File: config.mk
export PLATFORM = sky130hd
export DESIGN_NAME = prog_loader
export DESIGN_NICKNAME = d
export VERILOG_FILES = /design/src/rtl/prog_loader_pkg.sv /design/src/rtl/prog_loader_byte_to_word.sv /design/src/rtl/prog_loader.sv
export SDC_FILE = /design/constraint.sdc
export NUM_CORES = 1
export LEC_CHECK = 0
export CAP_MARGIN = 20
export CORE_MARGIN = 4
export CORE_UTILIZATION = 61
export CTS_CLUSTER_DIAMETER = 30
export DETAILED_ROUTE_END_ITERATION = 6
export GPL_TIMING_DRIVEN = 0
export PLACE_DENSITY = 0.86
export SLEW_MARGIN = 40
export SYNTH_ARGS = -nofsm -noshare
export SYNTH_HDL_FRONTEND = slang
export SYNTH_SLANG_ARGS = --single-unit
File: constraint.sdc
create_clock -name clk_i -period 10.18 [get_ports clk_i]
set_input_delay 2.036 -clock clk_i [delete_from_list [all_inputs] [get_ports clk_i]]
set_output_delay 2.036 -clock clk_i [all_outputs]
set_load 0.01 [all_outputs]
File: src/rtl/prog_loader_pkg.sv
// rtl/prog_loader_pkg.sv - shared types and widths for the boot program loader
package prog_loader_pkg;

    localparam int INSTR_W = 32;
    localparam int BYTE_W  = 8;
    localparam int LEN_W   = 16;

    typedef enum logic [2:0] {
        ST_IDLE = 3'd0,
        ST_LEN0 = 3'd1,
        ST_LEN1 = 3'd2,
        ST_DATA = 3'd3,
        ST_CSUM = 3'd4,
        ST_DONE = 3'd5,
        ST_ERR  = 3'd6
    } load_state_e;

    // Largest word count that fits between the base address and the top of memory.
    function automatic logic [LEN_W:0] max_words(input int addr_w, input int base_addr);
        return (LEN_W + 1)'((1 << addr_w) - base_addr);
    endfunction

endpackage

File: src/rtl/prog_loader_byte_to_word.sv
// rtl/prog_loader_byte_to_word.sv - assembles four little-endian bytes into one instruction word
module byte_to_word
    import prog_loader_pkg::*;
(
    input  logic               clk_i,
    input  logic               rst_i,
    input  logic               clear_i,
    input  logic               byte_valid_i,
    input  logic [BYTE_W-1:0]  byte_i,
    output logic               last_byte_o,
    output logic               word_valid_o,
    output logic [INSTR_W-1:0] word_o
);

    logic [1:0]           idx_q,   idx_d;
    logic [23:0]          asm_q,   asm_d;
    logic [INSTR_W-1:0]   word_q,  word_d;
    logic                 valid_q, valid_d;

    // The byte currently offered completes a word when three lanes are already filled.
    assign last_byte_o  = (idx_q == 2'd3);
    assign word_valid_o = valid_q;
    assign word_o       = word_q;

    // Next-state: place each byte in its lane; on the fourth, publish the word for one cycle.
    always_comb begin
        idx_d   = idx_q;
        asm_d   = asm_q;
        word_d  = word_q;
        valid_d = 1'b0;
        if (clear_i) begin
            idx_d = 2'd0;
            asm_d = '0;
        end else if (byte_valid_i) begin
            idx_d = idx_q + 2'd1;
            case (idx_q)
                2'd0:    asm_d[7:0]   = byte_i;
                2'd1:    asm_d[15:8]  = byte_i;
                2'd2:    asm_d[23:16] = byte_i;
                default: begin
                    word_d  = {byte_i, asm_q};
                    valid_d = 1'b1;
                end
            endcase
        end
    end

    // Assembly registers.
    always_ff @(posedge clk_i or posedge rst_i) begin
        if (rst_i) begin
            idx_q   <= 2'd0;
            asm_q   <= '0;
            word_q  <= '0;
            valid_q <= 1'b0;
        end else begin
            idx_q   <= idx_d;
            asm_q   <= asm_d;
            word_q  <= word_d;
            valid_q <= valid_d;
        end
    end

endmodule

File: src/rtl/prog_loader.sv
// rtl/prog_loader.sv - boot loader: byte stream to instruction memory, holds CPU in reset until verified
module prog_loader
    import prog_loader_pkg::*;
#(
    parameter int ADDR_W    = 8,
    parameter int BASE_ADDR = 0
) (
    input  logic               clk_i,
    input  logic               rst_i,
    input  logic               start_i,
    input  logic               in_valid_i,
    input  logic [BYTE_W-1:0]  in_byte_i,
    output logic               in_ready_o,
    output logic               mem_we_o,
    output logic [ADDR_W-1:0]  mem_addr_o,
    output logic [INSTR_W-1:0] mem_wdata_o,
    output logic               cpu_rst_out_o,
    output logic               done_o,
    output logic               error_o
);

    localparam logic [LEN_W:0]    MAX_WORDS = max_words(ADDR_W, BASE_ADDR);
    localparam logic [ADDR_W-1:0] BASE      = ADDR_W'(BASE_ADDR);

    load_state_e          state_q, state_d;
    logic [BYTE_W-1:0]    len_lo_q, len_lo_d;
    logic [LEN_W-1:0]     word_cnt_q, word_cnt_d;
    logic [BYTE_W-1:0]    csum_q, csum_d;
    logic [ADDR_W-1:0]    addr_q, addr_d;
    logic                 cpu_rst_q, cpu_rst_d;

    logic                 xfer;
    logic                 start_act;
    logic [LEN_W-1:0]     len_full;
    logic                 data_byte;
    logic                 last_byte;
    logic                 word_valid;
    logic [INSTR_W-1:0]   word;

    assign xfer      = in_valid_i & in_ready_o;
    assign start_act = start_i & ((state_q == ST_IDLE) | (state_q == ST_DONE) | (state_q == ST_ERR));
    assign len_full  = {in_byte_i, len_lo_q};
    assign data_byte = xfer & (state_q == ST_DATA);

    byte_to_word u_b2w (
        .clk_i        (clk_i),
        .rst_i        (rst_i),
        .clear_i      (start_act),
        .byte_valid_i (data_byte),
        .byte_i       (in_byte_i),
        .last_byte_o  (last_byte),
        .word_valid_o (word_valid),
        .word_o       (word)
    );

    // State register.
    always_ff @(posedge clk_i or posedge rst_i) begin
        if (rst_i) begin
            state_q <= ST_IDLE;
        end else begin
            state_q <= state_d;
        end
    end

    // Next-state: walk the frame; oversized lengths abort before any data is taken.
    always_comb begin
        state_d = state_q;
        case (state_q)
            ST_IDLE, ST_DONE, ST_ERR: begin
                if (start_i) state_d = ST_LEN0;
            end
            ST_LEN0: begin
                if (xfer) state_d = ST_LEN1;
            end
            ST_LEN1: begin
                if (xfer) begin
                    if ({1'b0, len_full} > MAX_WORDS) state_d = ST_ERR;
                    else if (len_full == '0)          state_d = ST_CSUM;
                    else                              state_d = ST_DATA;
                end
            end
            ST_DATA: begin
                if (xfer && last_byte && (word_cnt_q == LEN_W'(1))) state_d = ST_CSUM;
            end
            ST_CSUM: begin
                if (xfer) state_d = (in_byte_i == csum_q) ? ST_DONE : ST_ERR;
            end
            default: state_d = ST_IDLE;
        endcase
    end

    // Outputs decoded from the current state.
    always_comb begin
        in_ready_o = 1'b0;
        done_o     = 1'b0;
        error_o    = 1'b0;
        case (state_q)
            ST_LEN0, ST_LEN1, ST_DATA, ST_CSUM: in_ready_o = 1'b1;
            ST_DONE:                            done_o     = 1'b1;
            ST_ERR:                             error_o    = 1'b1;
            default: ;
        endcase
    end

    assign mem_we_o      = word_valid;
    assign mem_wdata_o   = word;
    assign mem_addr_o    = addr_q;
    assign cpu_rst_out_o = cpu_rst_q;

    // Datapath next-state: length capture, word countdown, running XOR, write address.
    always_comb begin
        len_lo_d   = len_lo_q;
        word_cnt_d = word_cnt_q;
        csum_d     = csum_q;
        addr_d     = addr_q;
        // CPU leaves reset only while sitting in DONE with no new load requested.
        cpu_rst_d  = !((state_q == ST_DONE) && !start_i);
        if (start_act) begin
            word_cnt_d = '0;
            csum_d     = '0;
            addr_d     = BASE;
        end else begin
            if (xfer && (state_q == ST_LEN0)) len_lo_d = in_byte_i;
            if (xfer && (state_q == ST_LEN1)) word_cnt_d = len_full;
            if (data_byte) begin
                csum_d = csum_q ^ in_byte_i;
                if (last_byte) word_cnt_d = word_cnt_q - LEN_W'(1);
            end
            if (word_valid) addr_d = addr_q + ADDR_W'(1);
        end
    end

    // Datapath registers.
    always_ff @(posedge clk_i or posedge rst_i) begin
        if (rst_i) begin
            len_lo_q   <= '0;
            word_cnt_q <= '0;
            csum_q     <= '0;
            addr_q     <= BASE;
            cpu_rst_q  <= 1'b1;
        end else begin
            len_lo_q   <= len_lo_d;
            word_cnt_q <= word_cnt_d;
            csum_q     <= csum_d;
            addr_q     <= addr_d;
            cpu_rst_q  <= cpu_rst_d;
        end
    end

endmodule

[Yosys cells after proc, flatten, opt, wreduce, memory -nomap -nowiden]
Cells that the tools add are included.
Storage, ports and cells
  register bits: 103
  input bits: 12
  output and inout port bits: 45
  logic and storage cells: 94
Operators by class
  add/sub/neg operators: 3
  magnitude comparators: 1
  equality and inequality tests: 16
  multiplexer cells: 30
  bitwise gates (word level): 8
  reduce and logical (&&, ||, !) cells: 24
Operators by type and width (number)
  16-bit 2-to-1 mux: 4
  8-bit 2-to-1 mux: 7
  24-bit 2-to-1 mux: 2
  3-bit 2-to-1 mux: 7
  16-bit by 1-bit == test with 1-bit output (second input constant): 1
  16-bit by 9-bit greater-than comparator with 1-bit output (second input constant): 1
  16-bit zero test: 1
  16-bit by 1-bit subtractor with 16-bit output (second input constant): 1
  3-bit one-hot mux with 5 select lines: 1
  2-bit nonzero test: 5
  3-bit == test (second input constant): 3
  8-bit by 1-bit adder with 8-bit output (second input constant): 1
  8-bit == test: 1
  2-bit != test (second input constant): 4
  2-bit AND reduction: 4
  8-bit XOR: 1
  3-bit by 2-bit == test with 1-bit output (second input constant): 2
  1-bit 2-to-1 mux: 6
  2-bit 2-to-1 mux: 3
  3-bit OR reduction: 2
  1-bit logical AND: 5
  5-bit AND reduction: 1
  2-bit == test (second input constant): 2
  4-bit OR reduction: 1
  other kinds (11): 16

[Logic depth before layout (Yosys ltp)]
Gate-level depths: netlist (run 1).
  depth in word-level cells: 9
  depth in mapped cells: 9

[Cells and area by module]
A second synthesis (run 1) with hierarchy kept.
Unflattened totals
  cells, all modules: 465
  area total of the unflattened synthesis: 5138.7 um^2
By module, submodules not included
  byte_to_word: times used 1, cells each 195, area an instance 2653.8 um^2, seq. area each 1476.4 um^2
  prog_loader: times used 1, cells each 270, area an instance 2484.9 um^2, seq. area each 1102.3 um^2

[Worst setup path after synthesis (run 1)]
Ideal clock, no wire load.
  kind: in2reg
  start point: input port in_byte_i[3]
  end point: register state_q[1]
  library setup time: 0.129 ns
  data arrival time: 3.173 ns
  required time: 10.051 ns
  slack: 6.878 ns
  stages: 5
  buffers on the path: 1
  cell sequence: buf_2 > nor4_1 > nand2_1 > o41a_1 > a2111o_1
Between the ends
  longest elaborated chain between the ends: 5
RTL lines
  start, declared: RTL line prog_loader.sv:12  | input logic [BYTE_W-1:0] in_byte_i,
  branches (longest 4 deep; another with 16-bit by 9-bit greater-than comparator with 1-bit output)
  3-bit one-hot mux with 5 select lines (*): RTL line prog_loader.sv:68  | case (state_q)
  end signal, assigned: RTL line prog_loader.sv:61  | state_q <= state_d;
  end, declared: RTL line prog_loader.sv:25  | load_state_e state_q, state_d;
Mark *: on every way between the ends. The select of a mux whose other input is x is not followed.
A chain may end at the register's enable or synchronous reset.

[Worst setup path in the final report (run 1)]
  start point: register state_q[1]
  end point: output port in_ready_o
Between the ends
  longest elaborated chain between the ends: 3
RTL lines
  3-bit by 2-bit == test with 1-bit output, or another cell as far along: RTL line prog_loader.sv:97  | case (state_q)
  4-bit OR reduction (*): RTL line prog_loader.sv:97
  1-bit 2-to-1 mux (*): RTL line prog_loader.sv:97
  end, declared: RTL line prog_loader.sv:13  | output logic in_ready_o,
Every way passes the cells marked *; elsewhere a longest branch is shown, timed or not.

==> report_table.html, run 1 <==
<table>
<tr><th>Metric</th><th>Value</th></tr>
<tr><th colspan="2">Status</th></tr>
<tr><td>Result of the run</td><td>finished clean</td></tr>
<tr><th colspan="2">Die</th></tr>
<tr><td>Die area</td><td>9750 um2</td></tr>
<tr><td>Number of core rows</td><td>32</td></tr>
<tr><td>Starting Density</td><td>64.0%</td></tr>
<tr><td>Die Span X</td><td>98.8 um</td></tr>
<tr><td>Die Y-Extent</td><td>98.8 um</td></tr>
<tr><td>Core Footprint</td><td>7850 um2</td></tr>
<tr><td># IOs</td><td>57</td></tr>
<tr><th colspan="2">STA</th></tr>
<tr><td>Number of hold violations in the final report</td><td>0</td></tr>
<tr><td>Endpoints failing setup</td><td>0</td></tr>
<tr><td>Final worst clock skew</td><td>0.0127 ns</td></tr>
<tr><td>Slew HR</td><td>43.4%</td></tr>
<tr><td>RSZ-0062 raised after global routing</td><td>no</td></tr>
<tr><td>Setup tns final</td><td>0 ns</td></tr>
<tr><td>Total count of max-transition violations in the final report</td><td>0</td></tr>
<tr><td>Shortest period the worst path allows</td><td>4.09 ns</td></tr>
<tr><td>Max Fclk</td><td>245 MHz</td></tr>
<tr><td>Transition time at the pin with the least slew margin</td><td>0.845 ns</td></tr>
<tr><td>Fraction of the cycle the final worst path needs</td><td>40.1%</td></tr>
<tr><th colspan="2">Synth</th></tr>
<tr><td>Yosys reg bits</td><td>103</td></tr>
<tr><td>Largest family of logic cells by synthesized area</td><td>simple AND/OR/NAND/NOR gates</td></tr>
<tr><td>Share of synthesized area occupied by flip-flops and latches</td><td>51.3%</td></tr>
<tr><td>Post-synth ARST share</td><td>100%</td></tr>
<tr><td>Post-Syn Nets</td><td>533</td></tr>
<tr><td>Largest area contributor in the netlist</td><td>dfrtp_1</td></tr>
<tr><td>Mean instance size in the synthesized netlist</td><td>9.77 um2</td></tr>
<tr><td>Cell types occupying the most area after synthesis</td><td>dfrtp_1 51%, nand2_1 9.3%, xor2_1 4.0%</td></tr>
<tr><td>Ys flop type</td><td>dfrtp_1</td></tr>
<tr><td>EDFF count, synth</td><td>0</td></tr>
<tr><td>Netlist area before placement</td><td>5020 um2</td></tr>
<tr><td>Area fraction of the dominant cell type after synthesis</td><td>50.8%</td></tr>
<tr><td>Post-synthesis compound-gate area fraction</td><td>10.8%</td></tr>
<tr><td>Post-Synth Simple-Gate Area</td><td>22.3%</td></tr>
<tr><td>XOR/XNOR share of the synthesized area</td><td>4.53%</td></tr>
<tr><td>Synthesis warning total</td><td>0</td></tr>
<tr><td>Number of distinct library cells after synthesis</td><td>64</td></tr>
<tr><td>Multiplexer share of the synthesized area</td><td>4.21%</td></tr>
<tr><td>Area share of fa/ha/maj cells after synthesis</td><td>1.74%</td></tr>
<tr><td>Synthesized netlist cell count</td><td>514</td></tr>
<tr><th colspan="2">Clock network</th></tr>
<tr><td>CTS Buf Count</td><td>9</td></tr>
<tr><td>Clock transition at the registers of the reported paths</td><td>0.11 ns</td></tr>
<tr><td>Number of gates resized after CTS</td><td>0</td></tr>
<tr><td>Clock Root Buffer</td><td>clkbuf_8</td></tr>
<tr><td>Sinks on Clock Net</td><td>103</td></tr>
<tr><td>Count of buffers added by post-CTS timing repair for setup</td><td>0</td></tr>
<tr><td>Maximum root-to-sink buffer count</td><td>2</td></tr>
<tr><td>Depth of the CTS H-tree</td><td>3</td></tr>
<tr><td>CTS tree</td><td>built</td></tr>
<tr><td>Hold-fix buffer count after cts</td><td>0</td></tr>
<tr><td>Later-pin clock latency in the skew report</td><td>0.37 ns</td></tr>
<tr><th colspan="2">Global route</th></tr>
<tr><td>All-layer global routing usage</td><td>25.0%</td></tr>
<tr><td>Gr ovfl total</td><td>0</td></tr>
<tr><td>Global-route wire length before repair</td><td>19.7 mm</td></tr>
<tr><td>Largest net degree at the start of global routing</td><td>69</td></tr>
<tr><td>Via count of the first global-routing pass</td><td>4012</td></tr>
<tr><td>Initial antenna violation count</td><td>0</td></tr>
<tr><th colspan="2">Setup path</th></tr>
<tr><td>Worst-path maximum fanout</td><td>10</td></tr>
<tr><td>Data required time of the worst path</td><td>8.14 ns</td></tr>
<tr><td>Reg-to-reg setup timing slack</td><td>8.18 ns</td></tr>
<tr><td>Kind of capture point of the worst setup path</td><td>output pin</td></tr>
<tr><td>Arrival @ worst endpoint</td><td>2.05 ns</td></tr>
<tr><td>Kind of critical path</td><td>register to output pin</td></tr>
<tr><td>Element type at the critical path start</td><td>register</td></tr>
<tr><td>Register-to-Register Path Depth</td><td>4</td></tr>
<tr><td>Worst R2R Start</td><td>len_lo_q[3]$_DFFE_PP0P_</td></tr>
<tr><td>Worst flop-to-flop path endpoint</td><td>state_q[0]$_DFFE_PP0P_</td></tr>
<tr><th colspan="2">Cells and area</th></tr>
<tr><td>Post-synthesis to final-layout area growth</td><td>16.4%</td></tr>
<tr><td>Non-Filler Instances</td><td>681</td></tr>
<tr><td>NumNets Final</td><td>593</td></tr>
<tr><td>Number of antenna repair diodes</td><td>0</td></tr>
<tr><td>Final Instance Area</td><td>5850 um2</td></tr>
<tr><td>Share of cells above drive strength 1</td><td>12.3%</td></tr>
<tr><td>Final Core Density</td><td>74.5%</td></tr>
<tr><th colspan="2">Drt</th></tr>
<tr><td>Length of the first detailed-routing pass in iterations</td><td>5</td></tr>
<tr><td>Vias post-DR</td><td>4089</td></tr>
<tr><td>Violation count after the first detailed-route iteration</td><td>398</td></tr>
<tr><td>Routed WL per cell</td><td>17.3 um</td></tr>
<tr><td>Antenna violation net count after detailed routing</td><td>0</td></tr>
<tr><td>Total detailed-routing wirelength</td><td>11.8 mm</td></tr>
<tr><td>Remaining design rule violation count</td><td>0</td></tr>
<tr><td>Via count normalized by instance count</td><td>6.00</td></tr>
<tr><th colspan="2">Run</th></tr>
<tr><td>Number of max-cap violations</td><td>0</td></tr>
<tr><th colspan="2">Place</th></tr>
<tr><td>HPWL reported at the end of detailed placement</td><td>8.34 mm</td></tr>
<tr><td>Post-Place Cells</td><td>665</td></tr>
<tr><td>Post-placement cell area</td><td>5670 um2</td></tr>
<tr><td>Buffers added on ports</td><td>48</td></tr>
<tr><td>Final Wtd Congestion</td><td>0.888</td></tr>
<tr><th colspan="2">Min path</th></tr>
<tr><td>Startpoint of the lowest-slack hold path</td><td>u_b2w.asm_q[6]$_DFFE_PP0P_</td></tr>
<tr><td>End point of the most critical hold path</td><td>u_b2w.word_o[6]$_DFFE_PP0P_</td></tr>
<tr><td>Path class of the lowest-slack min-delay path</td><td>register to register</td></tr>
<tr><td>Worst hold path stage count</td><td>2</td></tr>
<tr><th colspan="2">Power and ir drop</th></tr>
<tr><td>Leak</td><td>2.61 nW</td></tr>
<tr><td>Worst VDD drop</td><td>0.157 mV</td></tr>
<tr><td>Pwr dens</td><td>229 nW/um2</td></tr>
</table>
==> critical path, cell delays in order (launching register included) <==
cell             delay [ns]
dfrtp_1                0.38
buf_2                  0.16
buf_2                  0.18
nor2_1                 0.27
xnor2_1                0.15
clkdlybuf4s50_1        0.55
==> final cells by class <==
| type | count | area (um2) |
|---|---|---|
| multi-input cells | 366 | 2190 |
| clock inverters | 6 | 53.8 |
| plain buffers | 36 | 221 |
| inverters | 9 | 43.8 |
| well taps | 102 | 128 |
| flip-flops and latches | 103 | 2580 |
| fillers | 580 | 2000 |
| repair buffers | 49 | 508 |
| clock buffers | 10 | 128 |
==> metal layers <==
metal  up-vias  GRT usage, %  wire (um)
li1       1881             -          -
met1      1997          33.6       4950
met2       184          40.2       5820
met3        27          5.52        791
met4         0          8.51        196
met5         -             0          0
==> stage by stage <==
step	setup slack (ns)	total power, mW	hold slack, ns
floorplan	5.44	0.944	0.438
global placement	4.05	1.07	0.454
detailed placement	6.20	1.10	0.456
CTS	6.09	1.34	0.479
global route	5.96	1.42	0.516
finish	6.09	1.34	0.478
==> sequential cells by signal (all words and copies together), names as in the netlist <==
register / count
cpu_rst_out_o: 1
csum_q: 8
len_lo_q: 8
mem_addr_o: 8
state_q: 3
u_b2w.asm_q: 24
u_b2w.idx_q: 2
u_b2w.word_o: 32
u_b2w.word_valid_o: 1
word_cnt_q: 16
==> worst max-delay path by stage <==
| stage | from | to | slack (ns) | depth (start not counted) |
|---|---|---|---|---|
| 2_1_floorplan | rst_i | csum_q[0]$_DFFE_PP0P_ | 5.44 | 1 |
| 3_3_place_gp | rst_i | u_b2w.word_o[28]$_DFFE_PP0P_ | 4.05 | 2 |
| 3_5_place_dp | in_byte_i[0] | state_q[0]$_DFFE_PP0P_ | 6.20 | 5 |
| 4_1_cts | state_q[1]$_DFFE_PP0P_ | in_ready_o | 6.09 | 5 |
| 5_1_grt | state_q[1]$_DFFE_PP0P_ | in_ready_o | 5.96 | 5 |
| 6_report | state_q[1]$_DFFE_PP0P_ | in_ready_o | 6.09 | 5 |
==> cell usage after synthesis (2+ instances only) <==
cell type	instances
nand2_1	125
dfrtp_1	102
a21oi_1	39
nand3_1	30
nor2_1	24
xor2_1	23
mux2_2	17
clkbuf_1	15
buf_2	13
inv_1	8
nor4_1	8
a31oi_1	7
ha_1	7
o211ai_1	6
o21ai_0	6
a2bb2oi_1	5
or3_1	5
a211oi_1	4
clkbuf_8	4
nand2b_1	4
nand4_1	4
nor2b_1	4
nor3_1	4
o311ai_0	3
xnor2_1	3
buf_6	2
mux2i_1	2
nand4_4	2
nor3b_1	2
o31a_1	2
==> power breakdown <==
| part | switching [mW] | internal, mW |
|---|---|---|
| Combinational | 0.276 | 0.223 |
| Sequential | 0.0842 | 0.512 |
| Clock | 0.149 | 0.0934 |
==> cells in the final DEF, fill, tap and decap left out, types with 2 or more instances in the layout <==
cell type / netlist / routed
nand2_1: 125 / 125
clkinvlp_4: 0 / 3
clkbuf_8: 4 / 13
a31oi_1: 7 / 7
xor2_1: 23 / 23
xnor2_1: 3 / 3
nor2_1: 24 / 24
inv_1: 8 / 7
o311ai_0: 3 / 3
o21ai_0: 6 / 6
o211ai_1: 6 / 6
nand3_1: 30 / 30
clkbuf_1: 15 / 16
nand2b_1: 4 / 4
inv_8: 0 / 3
ha_1: 7 / 7
o31a_1: 2 / 2
clkdlybuf4s50_1: 0 / 48
mux2_2: 17 / 17
nor3b_1: 2 / 2
a21oi_1: 39 / 39
buf_2: 13 / 13
nand4_4: 2 / 2
a2bb2oi_1: 5 / 5
nor4_1: 8 / 8
or3_1: 5 / 5
nor2b_1: 4 / 4
mux2i_1: 2 / 2
dfrtp_1: 102 / 102
nor3_1: 4 / 4
a211oi_1: 4 / 4
nand4_1: 4 / 4
buf_6: 2 / 2
==> kinds of logic (layout without fill, tap and decap cells) <==
family	Yosys count	count (layout)
flops	103	103
buf+inv	45	110
compound gates	84	84
xor+xnor	26	26
fa+ha+maj	7	7
mux	19	19
simple gates	230	230
Note: power is estimated with default switching activity, not from simulation.
==> run 2: changes to the inputs <==
Settings changed: CORE_UTILIZATION 61 to 51, PLACE_DENSITY 0.86 to 0.76.
Clock period 10.18 ns to 3.4 ns, I/O delays scaled along.
==> run 2 against run 1 <==
  * Sequential power grew to 3.0 times the previous value
  * Cell area grew 0.71%
  * Global-route usage shrank 3.3 points
  * Flip-flop and latch count is the same
  * Largest cell class unchanged
==> report_table.html, run 2 (same netlist as run 1, synthesis figures left out) <==
<table>
<tr><th>Metric</th><th>Value</th></tr>
<tr><th colspan="2">STA</th></tr>
<tr><td>Post-Route Hold Slack</td><td>0.478 ns</td></tr>
<tr><td>RSZ-0062 raised after global routing</td><td>no</td></tr>
<tr><td>Setup tns final</td><td>0 ns</td></tr>
<tr><td>Transition time at the pin with the least slew margin</td><td>0.674 ns</td></tr>
<tr><td>Number of hold violations in the final report</td><td>0</td></tr>
<tr><td>Fraction of the cycle the final worst path needs</td><td>80.8%</td></tr>
<tr><td>Final worst clock skew</td><td>0.00873 ns</td></tr>
<tr><td>Endpoints failing setup</td><td>0</td></tr>
<tr><td>Shortest period the worst path allows</td><td>2.75 ns</td></tr>
<tr><td>Total count of max-transition violations in the final report</td><td>0</td></tr>
<tr><td>Slew HR</td><td>55.1%</td></tr>
<tr><td>Max Fclk</td><td>364 MHz</td></tr>
<tr><th colspan="2">Setup path</th></tr>
<tr><td>Worst path cell trace</td><td>buf_2 -&gt; buf_2 -&gt; nor2_1 -&gt; xnor2_1 -&gt; clkdlybuf4s50_1</td></tr>
<tr><td>Kind of critical path</td><td>register to output pin</td></tr>
<tr><td>Worst-path maximum fanout</td><td>10</td></tr>
<tr><td>CP max stage delay</td><td>0.55 ns</td></tr>
<tr><td>Cell family with the largest share of critical-path delay</td><td>buffers and inverters</td></tr>
<tr><td>Arrival @ worst endpoint</td><td>2.07 ns</td></tr>
<tr><td>Buffer and inverter count on the worst path</td><td>3</td></tr>
<tr><td>Library cell appearing most often on the critical path</td><td>buf_2</td></tr>
<tr><td>Element type at the critical path start</td><td>register</td></tr>
<tr><td>Critical Path Slowest Stage Cell</td><td>clkdlybuf4s50_1</td></tr>
<tr><td>Data required time of the worst path</td><td>2.72 ns</td></tr>
<tr><td>Kind of capture point of the worst setup path</td><td>output pin</td></tr>
<tr><th colspan="2">Clock network</th></tr>
<tr><td>Later-pin clock latency in the skew report</td><td>0.37 ns</td></tr>
<tr><td>Clock Root Buffer</td><td>clkbuf_8</td></tr>
<tr><td>Number of gates resized after CTS</td><td>0</td></tr>
<tr><td>Count of buffers added by post-CTS timing repair for setup</td><td>0</td></tr>
<tr><td>Hold-fix buffer count after cts</td><td>0</td></tr>
<tr><td>Maximum root-to-sink buffer count</td><td>2</td></tr>
<tr><td>Sinks on Clock Net</td><td>103</td></tr>
<tr><td>Depth of the CTS H-tree</td><td>3</td></tr>
<tr><td>Clock transition at the registers of the reported paths</td><td>0.09 ns</td></tr>
<tr><td>CTS Buf Count</td><td>9</td></tr>
<tr><td>CTS tree</td><td>built</td></tr>
<tr><th colspan="2">Place</th></tr>
<tr><td>Final Wtd Congestion</td><td>0.854</td></tr>
<tr><td>Buffers added on ports</td><td>48</td></tr>
<tr><td>HPWL reported at the end of detailed placement</td><td>8.20 mm</td></tr>
<tr><td>Post-Place Cells</td><td>692</td></tr>
<tr><td>Post-placement cell area</td><td>5700 um2</td></tr>
<tr><th colspan="2">Cells and area</th></tr>
<tr><td>Final Instance Area</td><td>5890 um2</td></tr>
<tr><td>NumNets Final</td><td>593</td></tr>
<tr><td>Most common cell after layout, fill and taps aside</td><td>nand2_1</td></tr>
<tr><td>Number of antenna repair diodes</td><td>0</td></tr>
<tr><td>Share of cells above drive strength 1</td><td>12.3%</td></tr>
<tr><td>Area of the multi-input gates</td><td>2190 um2</td></tr>
<tr><td>Storage cell area</td><td>2580 um2</td></tr>
<tr><td>Largest register FFs</td><td>32</td></tr>
<tr><td>Number of fill cells in the layout</td><td>802</td></tr>
<tr><td>Non-Filler Instances</td><td>708</td></tr>
<tr><td>Post-synthesis to final-layout area growth</td><td>17.2%</td></tr>
<tr><td>Final Core Density</td><td>62.6%</td></tr>
<tr><td>Most frequent cells in the layout</td><td>125 x nand2_1, 102 x dfrtp_1, 48 x clkdlybuf4s50_1, 39 x a21oi_1, 30 x nand3_1</td></tr>
<tr><th colspan="2">Power and ir drop</th></tr>
<tr><td>Total internal power</td><td>2.50 mW</td></tr>
<tr><td>Switching Power</td><td>1.52 mW</td></tr>
<tr><td>Switching power share of the total</td><td>37.8%</td></tr>
<tr><td>Portion of total power attributed to combinational logic</td><td>37.4%</td></tr>
<tr><td>Pwr dens</td><td>682 nW/um2</td></tr>
<tr><td>Leak</td><td>2.63 nW</td></tr>
<tr><td>Share of power burned in registers</td><td>44.5%</td></tr>
<tr><td>Worst VDD drop</td><td>0.370 mV</td></tr>
<tr><td>Clock power frac</td><td>18.1%</td></tr>
<tr><th colspan="2">Drt</th></tr>
<tr><td>Length of the first detailed-routing pass in iterations</td><td>4</td></tr>
<tr><td>Routed WL per cell</td><td>16.6 um</td></tr>
<tr><td>Vias post-DR</td><td>4004</td></tr>
<tr><td>Total detailed-routing wirelength</td><td>11.8 mm</td></tr>
<tr><td>Remaining design rule violation count</td><td>0</td></tr>
<tr><td>Via count normalized by instance count</td><td>5.66</td></tr>
<tr><td>Violation count after the first detailed-route iteration</td><td>340</td></tr>
<tr><td>Antenna violation net count after detailed routing</td><td>0</td></tr>
<tr><th colspan="2">Die</th></tr>
<tr><td>Die Span X</td><td>107 um</td></tr>
<tr><td>Starting Density</td><td>53.4%</td></tr>
<tr><td># IOs</td><td>57</td></tr>
<tr><td>Number of core rows</td><td>35</td></tr>
<tr><td>Core Footprint</td><td>9420 um2</td></tr>
<tr><td>Die Y-Extent</td><td>107 um</td></tr>
<tr><td>Die area</td><td>11500 um2</td></tr>
<tr><th colspan="2">Global route</th></tr>
<tr><td>All-layer global routing usage</td><td>21.6%</td></tr>
<tr><td>Initial antenna violation count</td><td>0</td></tr>
<tr><td>Via count of the first global-routing pass</td><td>4023</td></tr>
<tr><td>Global-route wire length before repair</td><td>19.8 mm</td></tr>
<tr><td>Gr ovfl total</td><td>0</td></tr>
<tr><td>Largest net degree at the start of global routing</td><td>71</td></tr>
<tr><th colspan="2">Status</th></tr>
<tr><td>Result of the run</td><td>finished clean</td></tr>
<tr><th colspan="2">Run</th></tr>
<tr><td>Number of max-cap violations</td><td>0</td></tr>
<tr><th colspan="2">Min path</th></tr>
<tr><td>Path class of the lowest-slack min-delay path</td><td>register to register</td></tr>
</table>
## run 2: cell types whose count changed in the layout (fill, tap and decap cells not counted)
| cell | change |
|---|---|
| clkinv_4 | +1 |
| clkbuf_8 | +1 |
| inv_8 | -1 |
| nor3b_2 | -1 |
| clkinv_2 | +1 |
| clkinvlp_4 | -2 |
| nor3b_4 | +1 |
## run 2: worst register-to-register path: stages (launching register included)
cell and delay [ns]:
dfrtp_1 0.47, nor4_1 0.41, nand3_1 0.25, o21ba_2 0.27
a2111o_1 0.38
## run 2: cell type report
cell class | count | area share (%)
inverters | 9 | 0.744
clock buffers | 11 | 2.40
clock inverters | 5 | 0.701
flip-flops and latches | 103 | 43.8
plain buffers | 36 | 3.76
multi-input cells | 366 | 37.2
well taps | 129 | 2.74
repair buffers | 49 | 8.63
## run 2: final timing paths
check / depth (start not counted) / endpoint / from / slack, ns
max reg2reg: 4 / state_q[1]$_DFFE_PP0P_ / word_cnt_q[4]$_DFF_PP0_ / 1.50
min in group asynchronous: 2 / u_b2w.word_o[0]$_DFFE_PP0P_ / rst_i / 0.66
max in group asynchronous: 3 / u_b2w.asm_q[5]$_DFFE_PP0P_ / rst_i / 2.13
min reg2reg: 2 / u_b2w.word_o[19]$_DFFE_PP0P_ / u_b2w.asm_q[19]$_DFFE_PP0P_ / 0.48
max: 5 / in_ready_o / state_q[1]$_DFFE_PP0P_ / 0.65
min: 2 / u_b2w.word_o[19]$_DFFE_PP0P_ / u_b2w.asm_q[19]$_DFFE_PP0P_ / 0.48
## run 2: stage by stage
| stage | total power [mW] | setup slack [ns] |
|---|---|---|
| after floorplan | 2.83 | 0.0178 |
| after global placement | 3.21 | -1.44 |
| after detailed placement | 3.28 | 0.797 |
| after CTS | 4.01 | 0.650 |
| after global routing | 4.28 | 0.559 |
| final | 4.02 | 0.653 |
## run 2: power groups by stage
stage               registers (mW)  logic, mW  clock network (mW)
CTS                           1.78       1.49               0.742
global route                  1.83       1.65               0.793
floorplan                     1.76       1.06                   0
finish                        1.79       1.50               0.728
detailed placement            1.80       1.48                   0
global placement              1.78       1.42                   0
## run 2: layer usage
metal	up-vias	wire (um)	track usage, %
li1	1883	-	-
met1	1965	5170	29.2
met2	131	5620	34.9
met3	25	680	3.25
met4	0	316	8.86
met5	-	0	0
==> run 3: changes to the inputs <==
Settings changed: CORE_UTILIZATION 51 to 56, PLACE_DENSITY 0.76 to 0.8.
Clock period 3.4 ns to 2.8 ns, I/O delays scaled along.
==> run 3 against run 2 <==
  * Clock power increased by 36%
  * Core utilization up 5.6 points
  * Power grew 24%
  * Sequential power is 21% higher
  * Sequential share of layout area decreased by 0.41 points
  * Clock skew grew 0.011 ns
  * Critical endpoint unchanged
  * Largest cell class unchanged
  * Highest routed layer unchanged
==> report_table.html, run 3 (same netlist as run 1, synthesis figures left out) <==
<table>
<tr><th>Metric</th><th>Value</th></tr>
<tr><th colspan="2">Place</th></tr>
<tr><td>Final Wtd Congestion</td><td>0.903</td></tr>
<tr><td>HPWL reported at the end of detailed placement</td><td>8.29 mm</td></tr>
<tr><td>Buffers added on ports</td><td>48</td></tr>
<tr><td>Post-Place Cells</td><td>674</td></tr>
<tr><th colspan="2">Global route</th></tr>
<tr><td>Gr ovfl total</td><td>0</td></tr>
<tr><td>All-layer global routing usage</td><td>24.3%</td></tr>
<tr><td>Global-route wire length before repair</td><td>19.8 mm</td></tr>
<tr><td>Largest net degree at the start of global routing</td><td>27</td></tr>
<tr><td>Initial antenna violation count</td><td>0</td></tr>
<tr><td>Via count of the first global-routing pass</td><td>4065</td></tr>
<tr><th colspan="2">Clock network</th></tr>
<tr><td>Count of buffers added by post-CTS timing repair for setup</td><td>0</td></tr>
<tr><td>Later-pin clock latency in the skew report</td><td>0.39 ns</td></tr>
<tr><td>Number of gates resized after CTS</td><td>0</td></tr>
<tr><td>CTS Buf Count</td><td>9</td></tr>
<tr><td>Sinks on Clock Net</td><td>103</td></tr>
<tr><td>Clock Root Buffer</td><td>clkbuf_8</td></tr>
<tr><td>Clock transition at the registers of the reported paths</td><td>0.12 ns</td></tr>
<tr><td>Maximum root-to-sink buffer count</td><td>2</td></tr>
<tr><td>Depth of the CTS H-tree</td><td>3</td></tr>
<tr><td>CTS tree</td><td>built</td></tr>
<tr><td>Hold-fix buffer count after cts</td><td>0</td></tr>
<tr><th colspan="2">STA</th></tr>
<tr><td>Shortest period the worst path allows</td><td>2.63 ns</td></tr>
<tr><td>Transition time at the pin with the least slew margin</td><td>0.829 ns</td></tr>
<tr><td>Fraction of the cycle the final worst path needs</td><td>93.9%</td></tr>
<tr><td>Number of hold violations in the final report</td><td>0</td></tr>
<tr><td>Total count of max-transition violations in the final report</td><td>0</td></tr>
<tr><td>Setup tns final</td><td>0 ns</td></tr>
<tr><td>Slew HR</td><td>44.5%</td></tr>
<tr><td>Endpoints failing setup</td><td>0</td></tr>
<tr><td>Max Fclk</td><td>380 MHz</td></tr>
<tr><td>RSZ-0062 raised after global routing</td><td>no</td></tr>
<tr><td>Final worst clock skew</td><td>0.0196 ns</td></tr>
<tr><th colspan="2">Die</th></tr>
<tr><td>Core Footprint</td><td>8720 um2</td></tr>
<tr><td>Die Span X</td><td>103 um</td></tr>
<tr><td>Die Y-Extent</td><td>103 um</td></tr>
<tr><td>Number of core rows</td><td>34</td></tr>
<tr><td>Die area</td><td>10600 um2</td></tr>
<tr><td># IOs</td><td>57</td></tr>
<tr><td>Starting Density</td><td>57.6%</td></tr>
<tr><th colspan="2">Cells and area</th></tr>
<tr><td>Largest register FFs</td><td>32</td></tr>
<tr><td>Non-Filler Instances</td><td>690</td></tr>
<tr><td>Final Core Density</td><td>68.2%</td></tr>
<tr><td>Number of antenna repair diodes</td><td>0</td></tr>
<tr><td>Most frequent cells in the layout</td><td>125 x nand2_1, 102 x dfrtp_1, 48 x clkdlybuf4s50_1, 39 x a21oi_1, 30 x nand3_1</td></tr>
<tr><td>Post-synthesis to final-layout area growth</td><td>18.4%</td></tr>
<tr><td>Most common cell after layout, fill and taps aside</td><td>nand2_1</td></tr>
<tr><td>NumNets Final</td><td>596</td></tr>
<tr><td>Share of cells above drive strength 1</td><td>12.9%</td></tr>
<tr><th colspan="2">Drt</th></tr>
<tr><td>Total detailed-routing wirelength</td><td>11.9 mm</td></tr>
<tr><td>Via count normalized by instance count</td><td>5.82</td></tr>
<tr><td>Vias post-DR</td><td>4019</td></tr>
<tr><td>Violation count after the first detailed-route iteration</td><td>260</td></tr>
<tr><td>Remaining design rule violation count</td><td>0</td></tr>
<tr><td>Length of the first detailed-routing pass in iterations</td><td>5</td></tr>
<tr><td>Antenna violation net count after detailed routing</td><td>0</td></tr>
<tr><td>Routed WL per cell</td><td>17.2 um</td></tr>
<tr><th colspan="2">Setup path</th></tr>
<tr><td>Critical Path Slowest Stage Cell</td><td>clkdlybuf4s50_1</td></tr>
<tr><td>Kind of capture point of the worst setup path</td><td>output pin</td></tr>
<tr><td>Kind of critical path</td><td>register to output pin</td></tr>
<tr><td>Reg-to-reg setup timing slack</td><td>0.73 ns</td></tr>
<tr><td>Worst-path maximum fanout</td><td>10</td></tr>
<tr><td>Register-to-Register Path Depth</td><td>4</td></tr>
<tr><td>Worst path cell trace</td><td>buf_2 -&gt; buf_2 -&gt; nor2_1 -&gt; xnor2_1 -&gt; clkdlybuf4s50_1</td></tr>
<tr><td>Arrival @ worst endpoint</td><td>2.07 ns</td></tr>
<tr><td>CP max stage delay</td><td>0.55 ns</td></tr>
<tr><td>Element type at the critical path start</td><td>register</td></tr>
<tr><td>Library cell appearing most often on the critical path</td><td>buf_2</td></tr>
<tr><td>Data required time of the worst path</td><td>2.24 ns</td></tr>
<tr><th colspan="2">Status</th></tr>
<tr><td>Result of the run</td><td>finished clean</td></tr>
<tr><th colspan="2">Run</th></tr>
<tr><td>Number of max-cap violations</td><td>0</td></tr>
<tr><th colspan="2">Min path</th></tr>
<tr><td>Worst hold path stage count</td><td>3</td></tr>
<tr><td>Path class of the lowest-slack min-delay path</td><td>primary input to register</td></tr>
<tr><th colspan="2">Power and ir drop</th></tr>
<tr><td>Worst VDD drop</td><td>0.549 mV</td></tr>
<tr><td>Pwr dens</td><td>839 nW/um2</td></tr>
<tr><td>Leak</td><td>2.67 nW</td></tr>
</table>
-- run 3: worst max-delay path: cells and delay by family (launching register included) --
| family | cells | cell delay [ns] |
|---|---|---|
| and+or+nand+nor | 1 | 0.27 |
| buffers and inverters | 3 | 0.90 |
| DFF | 1 | 0.37 |
| xor gates and xnor gates | 1 | 0.15 |
-- run 3: path summary, 6_finish.rpt --
| check | endpoint | startpoint |
|---|---|---|
| hold reg to reg | u_b2w.word_o[23]$_DFFE_PP0P_ | u_b2w.word_o[23]$_DFFE_PP0P_ |
| setup / recovery | in_ready_o | state_q[1]$_DFFE_PP0P_ |
| setup reg to reg | state_q[0]$_DFFE_PP0P_ | len_lo_q[7]$_DFFE_PP0P_ |
| min in group asynchronous | u_b2w.word_o[0]$_DFFE_PP0P_ | rst_i |
| max in group asynchronous | u_b2w.word_o[31]$_DFFE_PP0P_ | rst_i |
| hold / removal | u_b2w.asm_q[12]$_DFFE_PP0P_ | in_byte_i[4] |
-- run 3: per-layer routing --
metal  up-vias  part of all wire, %  track usage [%]
met4         0                  2.2             8.07
met3        22                  6.3             5.35
met2       138                   49             39.2
met5         -                    0                0
li1       1890                    -                -
met1      1969                   43             32.8
-- run 3: final cells by class --
class                           instances  area [um2]
Fill cell                             658        2780
Buffer                                 36         221
Inverter                                9        40.0
Tap cell                              108         135
Multi-Input combinational cell        366        2190
Clock buffer                            9         124
Clock inverter                          7        83.8
Timing Repair Buffer                   52         576
Sequential cell                       103        2580
-- run 3: power breakdown --
part	internal (mW)	switching [mW]	total [mW]
combinational	0.818	1.01	1.82
sequential	1.86	0.310	2.17
clock	0.434	0.557	0.991
total	3.11	1.87	4.99
-- run 3: through the flow --
step	worst slack (ns)	cell area [um2]	total power, mW	hold slack [ns]
floorplan	0.974	5030	3.43	0.438
CTS	0.169	5950	4.98	0.480
global placement	0.0273	5640	3.90	0.455
finish	0.169	5950	4.99	0.478
global route	0.0409	5950	5.30	0.490
detailed placement	0.227	5740	3.99	0.460
